--- src/rtl/mips64_mem_pkg.sv ---
// Shared types and constants for the MIPS64 load/store unit and its lane logic.
package mips64_mem_pkg;

  localparam int unsigned MEM_DATA_BITS = 64;
  localparam int unsigned MEM_ADDR_BITS = 64;
  localparam int unsigned OFFS_BITS     = 3;
  localparam int unsigned SHIFT_BITS    = 6;
  localparam int unsigned BYTE_BITS     = 8;
  localparam int unsigned HALF_BITS     = 16;
  localparam int unsigned WORD_BITS     = 32;

  typedef enum logic [1:0] {
    SIZE_B = 2'b00,
    SIZE_H = 2'b01,
    SIZE_W = 2'b10,
    SIZE_D = 2'b11
  } size_e;

  typedef enum logic [2:0] {
    ST_IDLE = 3'd0,
    ST_RD   = 3'd1,
    ST_LDX  = 3'd2,
    ST_MRG  = 3'd3,
    ST_WR   = 3'd4,
    ST_ERR  = 3'd5
  } state_e;

  // Request fields kept for the whole access; the word index lives in the RAM address register.
  typedef struct packed {
    logic                     is_store;
    size_e                    size;
    logic                     sign_ext;
    logic [OFFS_BITS-1:0]     offset;
    logic [MEM_DATA_BITS-1:0] wdata;
  } mem_req_t;

  function automatic logic is_misaligned(input size_e sz, input logic [OFFS_BITS-1:0] off);
    logic mis;
    mis = 1'b0;
    case (sz)
      SIZE_H:  mis = off[0];
      SIZE_W:  mis = |off[1:0];
      SIZE_D:  mis = |off;
      default: mis = 1'b0;
    endcase
    return mis;
  endfunction

endpackage

--- src/rtl/mem_access_unit_if.sv ---
// Pipeline-side request/response bundle of the load/store unit.
interface mem_access_unit_if;
  import mips64_mem_pkg::*;

  logic                     req;
  logic                     is_store;
  logic [1:0]               size;
  logic                     sign_ext;
  logic [MEM_ADDR_BITS-1:0] addr;
  logic [MEM_DATA_BITS-1:0] wdata;
  logic                     busy;
  logic                     done;
  logic                     misalign;
  logic [MEM_DATA_BITS-1:0] rdata;

  modport master (
    output req, is_store, size, sign_ext, addr, wdata,
    input  busy, done, misalign, rdata
  );

  modport slave (
    input  req, is_store, size, sign_ext, addr, wdata,
    output busy, done, misalign, rdata
  );

endinterface

--- src/rtl/mem_lane_align.sv ---
// Big-endian lane logic: extracts/extends load lanes and merges store lanes into a RAM word.
module mem_lane_align
  import mips64_mem_pkg::*;
(
  input  logic [MEM_DATA_BITS-1:0] i_word,
  input  logic [MEM_DATA_BITS-1:0] i_data,
  input  logic [OFFS_BITS-1:0]     i_offset,
  input  size_e                    i_size,
  input  logic                     i_sign,
  output logic [MEM_DATA_BITS-1:0] o_load_c,
  output logic [MEM_DATA_BITS-1:0] o_merge_c
);

  logic [SHIFT_BITS-1:0]    w_shift;
  logic [MEM_DATA_BITS-1:0] w_mask;
  logic [MEM_DATA_BITS-1:0] w_lane;

  // Lane k sits MSB-first, so its LSB is (last lane index - k) bytes above bit 0.
  always_comb begin
    w_shift = '0;
    w_mask  = '1;
    case (i_size)
      SIZE_B: begin
        w_shift = {3'(3'd7 - i_offset), 3'b000};
        w_mask  = {{(MEM_DATA_BITS-BYTE_BITS){1'b0}}, {BYTE_BITS{1'b1}}};
      end
      SIZE_H: begin
        w_shift = {3'(3'd6 - {i_offset[2:1], 1'b0}), 3'b000};
        w_mask  = {{(MEM_DATA_BITS-HALF_BITS){1'b0}}, {HALF_BITS{1'b1}}};
      end
      SIZE_W: begin
        w_shift = {3'(3'd4 - {i_offset[2], 2'b00}), 3'b000};
        w_mask  = {{(MEM_DATA_BITS-WORD_BITS){1'b0}}, {WORD_BITS{1'b1}}};
      end
      default: begin
        w_shift = '0;
        w_mask  = '1;
      end
    endcase
  end

  assign w_lane = i_word >> w_shift;

  always_comb begin
    o_load_c = w_lane;
    case (i_size)
      SIZE_B:  o_load_c = {{(MEM_DATA_BITS-BYTE_BITS){i_sign & w_lane[BYTE_BITS-1]}},
                           w_lane[BYTE_BITS-1:0]};
      SIZE_H:  o_load_c = {{(MEM_DATA_BITS-HALF_BITS){i_sign & w_lane[HALF_BITS-1]}},
                           w_lane[HALF_BITS-1:0]};
      SIZE_W:  o_load_c = {{(MEM_DATA_BITS-WORD_BITS){i_sign & w_lane[WORD_BITS-1]}},
                           w_lane[WORD_BITS-1:0]};
      default: o_load_c = w_lane;
    endcase
  end

  assign o_merge_c = (i_word & ~(w_mask << w_shift)) | ((i_data & w_mask) << w_shift);

endmodule

--- src/rtl/mem_access_unit.sv ---
// MIPS64 load/store unit: byte-addressed accesses onto a word-wide RAM without byte enables.
module mem_access_unit
  import mips64_mem_pkg::*;
#(
  parameter int unsigned DATA_BITS = MEM_DATA_BITS,
  parameter int unsigned ADDR_BITS = MEM_ADDR_BITS
) (
  input  logic                 clk,
  input  logic                 rst_n,
  mem_access_unit_if.slave     io_pipe,
  output logic [ADDR_BITS-1:0] o_mem_addr,
  output logic [DATA_BITS-1:0] o_mem_d_in,
  output logic                 o_mem_en,
  output logic                 o_mem_wr,
  input  logic [DATA_BITS-1:0] i_mem_d_out
);

  state_e                r_state;
  state_e                w_next;
  mem_req_t              r_req;
  mem_req_t              w_req;
  logic                  r_busy;
  logic                  r_done;
  logic                  w_done;
  logic                  r_misalign;
  logic                  w_misalign;
  logic [DATA_BITS-1:0]  r_rdata;
  logic [DATA_BITS-1:0]  w_rdata;
  logic [ADDR_BITS-1:0]  r_mem_addr;
  logic [ADDR_BITS-1:0]  w_mem_addr;
  logic [DATA_BITS-1:0]  r_mem_d_in;
  logic [DATA_BITS-1:0]  w_mem_d_in;
  logic                  r_mem_en;
  logic                  w_mem_en;
  logic                  r_mem_wr;
  logic                  w_mem_wr;
  size_e                 w_size;
  logic [DATA_BITS-1:0]  w_load_c;
  logic [DATA_BITS-1:0]  w_merge_c;

  assign w_size = size_e'(io_pipe.size);

  mem_lane_align u_lane (
    .i_word    (i_mem_d_out),
    .i_data    (r_req.wdata),
    .i_offset  (r_req.offset),
    .i_size    (r_req.size),
    .i_sign    (r_req.sign_ext),
    .o_load_c  (w_load_c),
    .o_merge_c (w_merge_c)
  );

  always_ff @(posedge clk or negedge rst_n) begin
    if (!rst_n) begin
      r_state    <= ST_IDLE;
      r_req      <= '0;
      r_busy     <= 1'b0;
      r_done     <= 1'b0;
      r_misalign <= 1'b0;
      r_rdata    <= '0;
      r_mem_addr <= '0;
      r_mem_d_in <= '0;
      r_mem_en   <= 1'b0;
      r_mem_wr   <= 1'b0;
    end else begin
      r_state    <= w_next;
      r_req      <= w_req;
      r_busy     <= (w_next != ST_IDLE);
      r_done     <= w_done;
      r_misalign <= w_misalign;
      r_rdata    <= w_rdata;
      r_mem_addr <= w_mem_addr;
      r_mem_d_in <= w_mem_d_in;
      r_mem_en   <= w_mem_en;
      r_mem_wr   <= w_mem_wr;
    end
  end

  // Misaligned accesses complete from ERR itself so done follows the request by one cycle.
  always_comb begin
    w_next     = r_state;
    w_req      = r_req;
    w_done     = 1'b0;
    w_misalign = 1'b0;
    w_rdata    = r_rdata;
    w_mem_addr = r_mem_addr;
    w_mem_d_in = r_mem_d_in;
    w_mem_en   = 1'b0;
    w_mem_wr   = 1'b0;
    case (r_state)
      ST_IDLE: begin
        if (io_pipe.req) begin
          w_req = '{is_store: io_pipe.is_store,
                    size:     w_size,
                    sign_ext: io_pipe.sign_ext,
                    offset:   io_pipe.addr[OFFS_BITS-1:0],
                    wdata:    io_pipe.wdata};
          if (is_misaligned(w_size, io_pipe.addr[OFFS_BITS-1:0])) begin
            w_next     = ST_ERR;
            w_done     = 1'b1;
            w_misalign = 1'b1;
          end else if (io_pipe.is_store && (w_size == SIZE_D)) begin
            w_next     = ST_WR;
            w_mem_addr = io_pipe.addr >> OFFS_BITS;
            w_mem_d_in = io_pipe.wdata;
            w_mem_en   = 1'b1;
            w_mem_wr   = 1'b1;
          end else begin
            w_next     = ST_RD;
            w_mem_addr = io_pipe.addr >> OFFS_BITS;
            w_mem_en   = 1'b1;
          end
        end
      end
      ST_RD: begin
        w_next = r_req.is_store ? ST_MRG : ST_LDX;
      end
      ST_LDX: begin
        w_next  = ST_IDLE;
        w_rdata = w_load_c;
        w_done  = 1'b1;
      end
      ST_MRG: begin
        w_next     = ST_WR;
        w_mem_d_in = w_merge_c;
        w_mem_en   = 1'b1;
        w_mem_wr   = 1'b1;
      end
      ST_WR: begin
        w_next = ST_IDLE;
        w_done = 1'b1;
      end
      ST_ERR: begin
        w_next = ST_IDLE;
      end
      default: begin
        w_next = ST_IDLE;
      end
    endcase
  end

  assign io_pipe.busy     = r_busy;
  assign io_pipe.done     = r_done;
  assign io_pipe.misalign = r_misalign;
  assign io_pipe.rdata    = r_rdata;
  assign o_mem_addr       = r_mem_addr;
  assign o_mem_d_in       = r_mem_d_in;
  assign o_mem_en         = r_mem_en;
  assign o_mem_wr         = r_mem_wr;

endmodule

--- src/flat_wrapper.sv ---
// flat-port wrapper written by rule: the top's interface ports become plain ports
module mem_access_unit_flat import mips64_mem_pkg::*;
#(
  parameter int unsigned DATA_BITS = MEM_DATA_BITS,
  parameter int unsigned ADDR_BITS = MEM_ADDR_BITS
)
  (clk, rst_n, o_mem_addr, o_mem_d_in, o_mem_en, o_mem_wr, i_mem_d_out, io_pipe_req, io_pipe_is_store, io_pipe_size, io_pipe_sign_ext, io_pipe_addr, io_pipe_wdata, io_pipe_busy, io_pipe_done, io_pipe_misalign, io_pipe_rdata);
  mem_access_unit_if io_pipe_i ();
  input  logic clk;
  input  logic rst_n;
  output logic [ADDR_BITS-1:0] o_mem_addr;
  output logic [DATA_BITS-1:0] o_mem_d_in;
  output logic o_mem_en;
  output logic o_mem_wr;
  input  logic [DATA_BITS-1:0] i_mem_d_out;
  input wire logic [$bits(io_pipe_i.req)-1:0] io_pipe_req;
  input wire logic [$bits(io_pipe_i.is_store)-1:0] io_pipe_is_store;
  input wire logic [$bits(io_pipe_i.size)-1:0] io_pipe_size;
  input wire logic [$bits(io_pipe_i.sign_ext)-1:0] io_pipe_sign_ext;
  input wire logic [$bits(io_pipe_i.addr)-1:0] io_pipe_addr;
  input wire logic [$bits(io_pipe_i.wdata)-1:0] io_pipe_wdata;
  output wire logic [$bits(io_pipe_i.busy)-1:0] io_pipe_busy;
  output wire logic [$bits(io_pipe_i.done)-1:0] io_pipe_done;
  output wire logic [$bits(io_pipe_i.misalign)-1:0] io_pipe_misalign;
  output wire logic [$bits(io_pipe_i.rdata)-1:0] io_pipe_rdata;
  assign io_pipe_i.req = io_pipe_req;
  assign io_pipe_i.is_store = io_pipe_is_store;
  assign io_pipe_i.size = io_pipe_size;
  assign io_pipe_i.sign_ext = io_pipe_sign_ext;
  assign io_pipe_i.addr = io_pipe_addr;
  assign io_pipe_i.wdata = io_pipe_wdata;
  assign io_pipe_busy = io_pipe_i.busy;
  assign io_pipe_done = io_pipe_i.done;
  assign io_pipe_misalign = io_pipe_i.misalign;
  assign io_pipe_rdata = io_pipe_i.rdata;
  mem_access_unit #(.DATA_BITS(DATA_BITS), .ADDR_BITS(ADDR_BITS)) u_core (.clk(clk), .rst_n(rst_n), .io_pipe(io_pipe_i), .o_mem_addr(o_mem_addr), .o_mem_d_in(o_mem_d_in), .o_mem_en(o_mem_en), .o_mem_wr(o_mem_wr), .i_mem_d_out(i_mem_d_out));
endmodule
--- config.mk ---
export PLATFORM = sky130hd
export DESIGN_NAME = mem_access_unit_flat
export DESIGN_NICKNAME = d
export VERILOG_FILES = /design/src/rtl/mips64_mem_pkg.sv /design/src/rtl/mem_access_unit_if.sv /design/src/rtl/mem_lane_align.sv /design/src/rtl/mem_access_unit.sv /design/src/flat_wrapper.sv
export SDC_FILE = /design/constraint.sdc
export NUM_CORES = 1
export LEC_CHECK = 0
export ABC_AREA = 1
export CAP_MARGIN = 30
export CORE_ASPECT_RATIO = 0.75
export CORE_MARGIN = 2
export CORE_UTILIZATION = 44
export DETAILED_ROUTE_END_ITERATION = 6
export PLACE_DENSITY = 0.75
export SYNTH_ARGS = -nofsm -noshare
export SYNTH_HDL_FRONTEND = slang
export SYNTH_SLANG_ARGS = --single-unit
--- constraint.sdc ---
create_clock -name clk -period 1.7 [get_ports clk]
set_input_delay 0.255 -clock clk [delete_from_list [all_inputs] [get_ports clk]]
set_output_delay 0.255 -clock clk [all_outputs]
set_load 0.01 [all_outputs]
### Word-level counts from Yosys, hierarchy flattened

Cells that the tools add are included.

| storage, ports and cells | value |
|---|---|
| bits in registers | 268 |
| input port bits | 199 |

| cells by class | value |
|---|---|
| $add $sub $neg | 3 |
| equality and inequality tests | 12 |
| shift-type cells | 3 |
| muxes and demuxes | 26 |
| bitwise operators | 8 |
| reduce and logical (&&, ||, !) cells | 11 |

Operators with widths:

| kind | count |
|---|---|
| case mux 64 bit (3 select lines) | 2 |
| 2-to-1 mux 64 bit | 3 |
| bitwise AND 64 bit | 2 |
| case mux 64 bit (2 select lines) | 1 |
| left shift 64 x 6 -> 64 bit | 2 |
| NOT 64 bit | 1 |
| OR 64 bit | 1 |
| right shift 64 x 6 -> 64 bit | 1 |
| case mux 6 bit (3 select lines) | 1 |
| 2-to-1 mux 1 bit | 11 |
| 2-to-1 mux 3 bit | 3 |
| case mux 3 bit (3 select lines) | 1 |
| subtractor 3 bit (first input constant) | 3 |
| == test 2 bit (second input constant) | 3 |
| == test 3 x 2 -> 1 bit (second input constant) | 2 |
| case mux 1 bit (2 select lines) | 3 |
| == test 2 x 1 -> 1 bit (second input constant) | 2 |
| != test 2 bit (second input constant) | 2 |
| AND reduction 4 bit | 1 |
| OR reduction 2 bit | 2 |
| bitwise AND 1 bit | 3 |
| == test 3 x 1 -> 1 bit (second input constant) | 1 |
| == test 3 bit (second input constant) | 1 |
| logical NOT 3 bit | 1 |
| 10 further kinds | 10 |

### Longest topological paths before layout

| logic depth | value |
|---|---|
| word-level depth | 8 |
| gate-level depth with buffers | 13 |
| depth with buffers taken out | 11 |

### By module

Synthesis repeated with hierarchy kept, for this count alone.

| second synthesis, totals | value |
|---|---|
| cells, all modules | 1,972 |
| area, all modules | 15,019.4 um^2 |

By module, submodules not included:

| module | instances | cells each | area each (um^2) |
|---|---|---|---|
| mem_access_unit | 1 | 1,236 | 11,264.6 |
| mem_lane_align | 1 | 736 | 3,754.9 |

### Least setup slack after synthesis

Ideal clock, no wire load.

| timing path | value |
|---|---|
| path type | reg2reg |
| from | register u_core.r_req[69] (netlist bit) |
| to | register u_core.r_rdata[20] (netlist: u_core.io_pipe.rdata[20]) |
| setup time | 119 ps |
| arrival time | 1,665 ps |
| required time | 1,581 ps |
| setup slack | -84 ps |
| cell stages (with the launch flop) | 11 |
| clock period less this slack | 1,784 ps |
| cell sequence | dfrtp_1 -> nor2_2 -> buf_4 -> nand3_1 -> nand3_1 -> nand2_1 -> o21ai_2 -> buf_6 -> nand2_2 -> buf_6 -> o21a_1 |

| between the ends | value |
|---|---|
| longest elaborated chain between the ends | 5 |
| elaborated cells on any way between the ends | 8 |

Ends and longest elaborated chain:

| element | RTL line | RTL |
|---|---|---|
| start, declared | mem_access_unit.sv:20 | `mem_req_t r_req;` |
| start signal, assigned | mem_access_unit.sv:67 | `r_req <= w_req;` |
| == test 2 bit (tied with other cells) | mem_lane_align.sv:22, mem_lane_align.sv:46 |  |
| case mux 6 bit (3 select lines) | mem_lane_align.sv:22 | `case (i_size)` |
| right shift 64 x 6 -> 64 bit | mem_lane_align.sv:42 | `assign w_lane = i_word >> w_shift;` |
| bitwise AND 1 bit, on equally long branches | mem_lane_align.sv:49, mem_lane_align.sv:47 |  |
| case mux 64 bit (3 select lines) (*) | mem_lane_align.sv:46 | `case (i_size)` |
| end signal, assigned | mem_access_unit.sv:71 | `r_rdata <= w_rdata;` |
| end, declared | mem_access_unit.sv:27 | `logic [DATA_BITS-1:0] r_rdata;` |

Mark *: on every way between the ends. The rest lies on a longest branch, timed or not.
A chain may end at the register's enable or synchronous reset.

### Final worst setup path

| timing path | value |
|---|---|
| from | register u_core.r_req[69] (netlist bit) |
| to | register u_core.r_rdata[36] (netlist: u_core.io_pipe.rdata[36]) |

| between the ends | value |
|---|---|
| longest elaborated chain between the ends | 5 |
| elaborated cells on any way between the ends | 9 |

Ends and longest elaborated chain:

| element | RTL line |
|---|---|
| == test 2 bit (tied with other cells) | mem_lane_align.sv:22, mem_lane_align.sv:46 |
| case mux 6 bit (3 select lines) | mem_lane_align.sv:22 |
| right shift 64 x 6 -> 64 bit | mem_lane_align.sv:42 |
| bitwise AND 1 bit, on equally long branches | mem_lane_align.sv:51, mem_lane_align.sv:47, mem_lane_align.sv:49 |
| case mux 64 bit (3 select lines) (*) | mem_lane_align.sv:46 |

Marked as above.

==> metrics list <==
- The die is 159 µm tall.
* Number of detailed-route iterations in the first pass: 7
* Reg2Reg Depth: 10
* Clock power share: 0.139
- Area inside the core boundary: 0.0313 mm²
- Synth Area in Adders: 0
- Number of H-tree levels: 1
- The total overflow left after global routing is 0.
- For the worst setup path, the data arrival time is 2.54 ns.
* Internal power: between 0.02 and 0.03 W
- After detailed routing, the average wire length per cell comes to between 20 and 25 µm.
- Die outline area: approximately 0.033 mm²
- Worst skew pair latency: 0.56 ns
- Ports placed on the boundary: 396
- Across every metal layer, demand over resource in global routing totals 0.355.
* Final Worst Setup Slack: -0.390 ns
* Reg2Reg Launch Point: u_core.r_req[69]
- GP Congestion: ~1
- Measured along the x axis, the die boundary spans approximately 210 µm.
- PnR Total Power: approximately 0.05 W
* Routed vias: 15698
- Worst min path class: in -> async
- Wires add up to 62000 µm.
* Share of total power in combinational logic: 0.629
* CP Class: reg -> reg
- Setup violations remaining at the end of the flow were counted as between 100 and 150.
- The area growth from synthesis to layout is 66.9%.
- In this run the most used layer during global routing was met2.
- Worst Tran Pin Value: 0.558 ns
- Headroom to the max-slew limit came out at 0.628.
- The share of total power dissipated in sequential elements is 0.232.
* Category of cells accounting for the largest share of critical-path delay: simple AND/OR/NAND/NOR gates
- GR met2 Demand/Resource: 0.553
- Clock skew on the completed layout was measured at 0.0119 ns.
- dfrtp_1 takes more of the synthesized area than any other cell.
- In this run the static leakage power is 11.1 nW.
- The repair_antennas step left the layout with diodes totalling 0.
- The worst setup path is captured at a flip-flop.
* Min cycle time layout: around 2.1 ns
- Walking the worst path, the cells encountered are nor2_4 -> buf_6 -> nand3_2 -> nand3_2 -> nand2_2 -> o21ai_4 -> nand3_4 -> clkbuf_16 -> nor2_4 -> nor2_2.
* Worst Hold Margin: between 0.1 and 0.15 ns
- Share of total power consumed by net switching: 0.444
* Xor/xnor cell area share of the yosys netlist: 0
- The critical path crosses 10 cells after its start point.
- Yosys printed 0 warnings.
- Using the TritonRoute via totals, the vias-per-cell ratio works out to around 5.6.
* Post-synthesis sequential element count: approximately 270
- The hold violation total from the final report was 0.
- Counting both buffers and inverters, the worst setup path holds a total of 2.
- The checks that failed: design-rule violations, negative setup slack.
- Setup repair after global routing missed its margin: yes
- Power per cell area: approximately 2100 mW/mm²
* Total half-perimeter wirelength after legalization and detailed placement: ~45000 µm
- In this run, CTS created clock tree buffers numbering 27.
- Combinational family with the most area after synthesis: simple AND/OR/NAND/NOR gates
- Average footprint of a synthesized cell: about 8 µm²
* Top cells by area in the synthesized netlist: dfrtp_1 (48%), nand2_1 (14%), o21ai_0 (6.4%), mux2_2 (4.9%), inv_1 (4.3%)
* Max-cap violations: 0
- Synthesis produced 1780 cells.
- The run finished, with violations left.
- The largest single stage delay on the critical path is ~0.47 ns.
- For this configuration, the core starts out at a cell density of 0.447.
- Initial antenna violation count: 3
* First-pass GRT wire length: approximately 90000 µm
- Number of I/O port buffers: 392
- Complex-gate fraction of the synthesized area: 0.150
- After floorplanning, the core was divided into 56 placement rows.
* Number of global-route vias before repair: 15156
- In the global route stage, met3 resource usage came out at 0.0815.
- Met1 Resource Use GR: 0.494
- Of the total synthesized cell area, the portion taken by AND, OR, NAND and NOR gates is 0.236.
- Mapped Area: between 0.01 and 0.015 mm²
- TritonCTS built the clock tree.
- For this block, the initial DRC count from the detailed router was 1724.
- Period utilisation layout: 1.23
- Critical path peak fanout: 8
- Num Clock Sinks: about 270
- Share of cells above drive strength 1: 0.322
- Nets: 2566
* Launching element type of the critical path: flip-flop
- The critical path starts at u_core.r_req[69].
- The clock passes through at most 3 buffers.
* Pin count of the biggest net entering global routing: 82
- The cell sitting at the root of the clock tree is a clkbuf_16.
- Required time worst endpoint: 2.15 ns
* Max frequency: ~0.48 GHz
- For this run, the register share of the synthesized area comes to 0.479.
- The portion of synthesized area spent on multiplexers is 0.0505.
- Clk pin slew, worst setup/hold paths: approximately 0.07 ns
- Remaining antenna violation count: 0
* Net switching component of the power: about 0.022 W
- Post-synth top area share: 0.479
* CP max-delay cell: dfrtp_2
* Pins over their slew limit: 0
- Worst voltage drop across the vdd grid: 1.06 mV
- After synthesis, the netlist uses 39 different library cells.
- DRC: 15
==> final cells by class <==
cell class / count / area [µm²]
multi-input cells: 1234 / 7890
inverters: 171 / 678
fillers: 2279 / 7940
clock inverters: 16 / 277
clock buffers: 34 / 732
flip-flops and latches: 268 / 6710
repair buffers: 665 / 6590
well taps: 406 / 508
==> layer usage <==
| layer | routed length (µm) | vias up | part of all wire |
|---|---|---|---|
| met4 | 2410 | 6 | 0.039 |
| li1 | - | 6951 | - |
| met5 | 37 | - | 0.00060 |
| met1 | 25100 | 7541 | 0.41 |
| met2 | 27400 | 1007 | 0.44 |
| met3 | 6980 | 193 | 0.11 |
==> cell usage in the layout, fill, tap and decap left out, types with 43 or more instances in the layout <==
cell type / instances
buf_4: 178
clkdlybuf4s50_1: 197
dfrtp_1: 266
dlygate4sd2_1: 190
inv_1: 156
mux2_2: 61
nand2_1: 438
nand2_2: 68
nor2_1: 65
o211ai_1: 52
o21ai_0: 114
o21ai_2: 43
or2_2: 46
==> worst reg2reg max path, cell delays in order, from the launching register on <==
cell,delay (ns)
dfrtp_2,0.47
nor2_4,0.17
buf_6,0.18
nand3_2,0.12
nand3_2,0.14
nand2_2,0.09
o21ai_4,0.23
nand3_4,0.20
clkbuf_16,0.24
nor2_4,0.13
nor2_2,0.04
==> power groups by stage <==
stage / Sequential (W) / Clock (W) / Combinational (W)
2_1_floorplan: 0.0123 / 0 / 0.0110
3_3_place_gp: 0.0115 / 0 / 0.0241
3_5_place_dp: 0.0116 / 0 / 0.0245
4_1_cts: 0.0115 / 0.00693 / 0.0273
5_1_grt: 0.0119 / 0.00721 / 0.0329
6_report: 0.0115 / 0.00689 / 0.0312
==> registers in the layout, indices dropped and copies added, names as in the netlist <==
name / flops
u_core.r_req: 71
u_core.io_pipe.rdata: 64
u_core.o_mem_d_in: 64
u_core.o_mem_addr: 61
u_core.r_state: 3
u_core.io_pipe.busy: 1
u_core.io_pipe.done: 1
u_core.io_pipe.misalign: 1
u_core.o_mem_en: 1
u_core.o_mem_wr: 1
==> through the flow <==
stage / std cells / setup WS, ns / TNS [ns] / util / area (µm²)
2_1_floorplan: 1782 / -0.0560 / -1.30 / - / 14000
3_3_place_gp: 2688 / -0.340 / -45.81 / 0.636 / 19900
3_5_place_dp: 2688 / -0.372 / -54.87 / 0.636 / 19900
4_1_cts: 2770 / -0.223 / -14.17 / 0.707 / 22200
5_1_grt: 2794 / -0.457 / -37.70 / 0.746 / 23400
6_report: 2794 / -0.390 / -30.40 / 0.746 / 23400
==> worst paths after layout <==
| kind | to | slack [ns] |
|---|---|---|
| max in group asynchronous | u_core.io_pipe.rdata[49] | 0.88 |
| min in group clk | u_core.r_req[51] | 0.25 |
| max | u_core.io_pipe.rdata[36] | -0.39 |
| min reg2reg | u_core.io_pipe.rdata[13] | 0.47 |
| max reg2reg | u_core.io_pipe.rdata[36] | -0.39 |
| min | u_core.o_mem_d_in[17] | 0.14 |
==> cell usage after synthesis (all sizes together) <==
cell,number
nand2,546
dfrtp,268
o21ai,223
inv,171
nor2,112
nand3,87
mux2,61
a21oi,57
buf,57
clkbuf,53
o211ai,53
or2,46
o221ai,9
a22oi,8
o21a,8
o22ai,8
nand4,4
nor3,3
mux2i,2
conb,1
o2111ai,1
o22a,1
or3,1
==> cells by family (layout without fill, tap and decap cells) <==
family | count (synthesis) | count (layout)
AOI/OAI and AO/OA | 368 | 368
muxes | 63 | 63
buffers and inverters | 281 | 886
DFF | 268 | 268
and+or+nand+nor | 799 | 800
other | 1 | 3
==> timing repair <==
item,4_1_cts,5_1_grt
gates resized for setup,496,257
endpoints found under the setup margin,318,171
endpoints found under the hold margin,268,0
pin swaps,65,124
hold buffers,1,0
setup buffers,26,28
gates cloned,8,7
No activity file was read; power rests on OpenSTA's default activity.
==> edit, RTL diff (same settings) <==
Take the reset off `r_mem_addr` and load it in a clocked block of its own.
--- a/src/rtl/mem_access_unit.sv
+++ b/src/rtl/mem_access_unit.sv
@@ -58,7 +58,6 @@
       r_done     <= 1'b0;
       r_misalign <= 1'b0;
       r_rdata    <= '0;
-      r_mem_addr <= '0;
       r_mem_d_in <= '0;
       r_mem_en   <= 1'b0;
       r_mem_wr   <= 1'b0;
@@ -69,11 +68,14 @@
       r_done     <= w_done;
       r_misalign <= w_misalign;
       r_rdata    <= w_rdata;
-      r_mem_addr <= w_mem_addr;
       r_mem_d_in <= w_mem_d_in;
       r_mem_en   <= w_mem_en;
       r_mem_wr   <= w_mem_wr;
     end
+  end
+
+  always_ff @(posedge clk) begin
+    r_mem_addr <= w_mem_addr;
   end
 
   // Misaligned accesses complete from ERR itself so done follows the request by one cycle.
Formal check against the unedited RTL: not equivalent (a bounded check fails within 4 cycles, from zero or initial values and one cycle with rst_n low).
==> edit against the unedited design <==
- the run ends with setup timing left
- cell count shrank 2.6%
- synthesized cell count decreased by 3.3%
- area after synthesis fell by 2.5%
- sequential cell count stayed put
- cell area down 7.9%
- worst setup slack better by 100 ps
- wire length is 6.6% lower
- die area decreased by 2.4%
- sequential share of layout area grew 3.9 points
- total power shrank 16%
- via count shrank 5.9%
- clock power shrank 12%
- largest cell class is now registers
- highest routed layer unchanged
==> edit: results (changes against the unedited design) <==
Finish
  • Fillers: 2427 (+6.5%)
  • Final net count: 2499 (-2.6%)
  • Share of cells above drive strength 1: 22.1% (-10 points)
  • Number of flip-flops in the largest register: 71 (unchanged)

Synthesis
  • Most used flip-flop cell after synthesis: dfrtp_1
  • Top post-synthesis cells by area: dfrtp_1, nand2_1, edfxtp_1
  • Post-synth EDFFs: 61 (+61)
  • Seq/Total Area, Yosys: 51.3% (+3.4 points)
  • Synth cell count leaders: nand2_1, o21ai_0, dfrtp_1
  • Synth unique cells: 35 (-10%)
  • Syn_area_per_cell: 7.94 sq um (+0.89%)
  • Async SR Flop Fraction: 77.2% (-23 points)

Setup path
  • Worst path max stage delay: 470 ps (about the same)
  • R2R Path Start: u_core.r_req[69]
  • Worst-path maximum fanout: 8 (unchanged)
  • Cell family with most CP delay: buffers and inverters
  • WP data arrival: 2430 ps (-110 ps)

Pwr
  • Maximum VDD drop: 1.00 mV (-5.4%)
  • P_sw: 0.0182 W (-17%)
  • Leakage: 10.3 nW (-7.5%)

Clock tree
  • CTS resizes: 241 (-51%)
  • Max H-tree Level: 1 (unchanged)
  • Worst-Skew Late Latency: 550 ps
  • Clock root cell: clkbuf_16
  • Cts bufs inserted: 27 (unchanged)
  • Post CTS Setup Buffer Count: 6 (-77%)
  • Clk buf depth: 3 (unchanged)

Place
  • Setup WS pre-CTS: -435 ps (-63.0 ps)
  • Routability Congestion: 0.990 (+1.5%)
  • Placed cell count: 2649 (-1.5%)
  • Post-placement cell area: 0.0198 sq mm (-0.77%)
  • Dpl hpwl: 44200 um (-0.67%)

GRT
  • Largest net degree at the start of global routing: 99 (+21%)
  • Initial antenna violation count: 3 (unchanged)
  • Global Route Usage Sum: 34.7% (-0.73 points)
  • Met2 usage: 52.6% (-2.7 points)
  • GRT met3 Usage: 10.8% (+2.6 points)
  • Met1 Use GR: 47.2% (-2.1 points)
  • First-pass GRT wire length: 86200 um (-3.9%)

Route
  • DR iter-0 viols: 1575 (-8.6%)
  • Met3 WL post-DR: 6200 um (-11%)
  • WL met2: 25300 um (-7.8%)
  • DRT Pass-1 Iters: 6 (-1)
  • WL final: 57900 um (-6.6%)
  • DR WL/cell: 21.3 um (-4.1%)
  • DRT met1 WL: 24200 um (-3.5%)
  • Total number of vias: 14.8k (-5.9%)

Timing
  • Final Skew: 21.1 ps (+9.24 ps)
  • Max Slew Vio Count: 0 (unchanged)
  • Final setup viols: 126 (-1.6%)
  • Worst Slack Setup Final: -285 ps (+104 ps)
  • Setup TNS Final: -16990 ps (+13400 ps)

Min path
  • Hold Crit Class: primary input to asynchronous set/reset pin

Run status
  • Status: finished, violations left
  • Failing checks: setup timing
[edit: changes by cell type after synthesis, moves of 11 or more]
cell and change:
o22ai_1 +12, dfrtp_1 -61, nand2_1 -21, buf_2 +11, edfxtp_1 +61, o21ai_0 +33
inv_1 +15, o21ai_1 -20, mux2_2 -61, nor2_1 -13
[edit: worst paths after layout]
| kind | to | slack [ps] | cells after the start |
|---|---|---|---|
| setup reg to reg | u_core.o_mem_d_in[34] | -290 | 11 |
| min in group clk | u_core.o_mem_addr[2] | 260 | 1 |
| hold reg to reg | u_core.o_mem_d_in[29] | 470 | 2 |
| max in group asynchronous | u_core.o_mem_d_in[44] | 870 | 3 |
| setup / recovery | u_core.o_mem_d_in[34] | -290 | 11 |
| hold / removal | u_core.io_pipe.rdata[57] | 230 | 2 |
[edit: power by group through the flow]
stage                     logic [W]  clock network (W)  registers [W]
after floorplan              0.0104                  0         0.0114
after global placement       0.0221                  0         0.0109
after detailed placement     0.0225                  0         0.0109
after CTS                    0.0231            0.00613         0.0109
after global routing         0.0267            0.00634         0.0112
final                        0.0249            0.00604         0.0109
[edit: cells by family (layout without fill, tap and decap cells)]
kind of cell,after synthesis,after routing,synth area share [%]
mux,2,2,0.147
buf+inv,288,884,8.57
other cells,1,5,0.0274
simple gates,777,777,24.0
flops,268,268,51.3
compound gates,385,385,15.9
[edit: area by class of cell]
class | instances | area (sq um) | area share [%]
clock buffers | 36 | 813 | 3.78
repair buffers | 653 | 6250 | 29.0
clock inverters | 12 | 81.3 | 0.378
inverters | 183 | 702 | 3.26
multi-input cells | 1167 | 6160 | 28.6
flip-flops and latches | 268 | 7020 | 32.6
diodes | 2 | 5.00 | 0.0232
well taps | 399 | 499 | 2.32
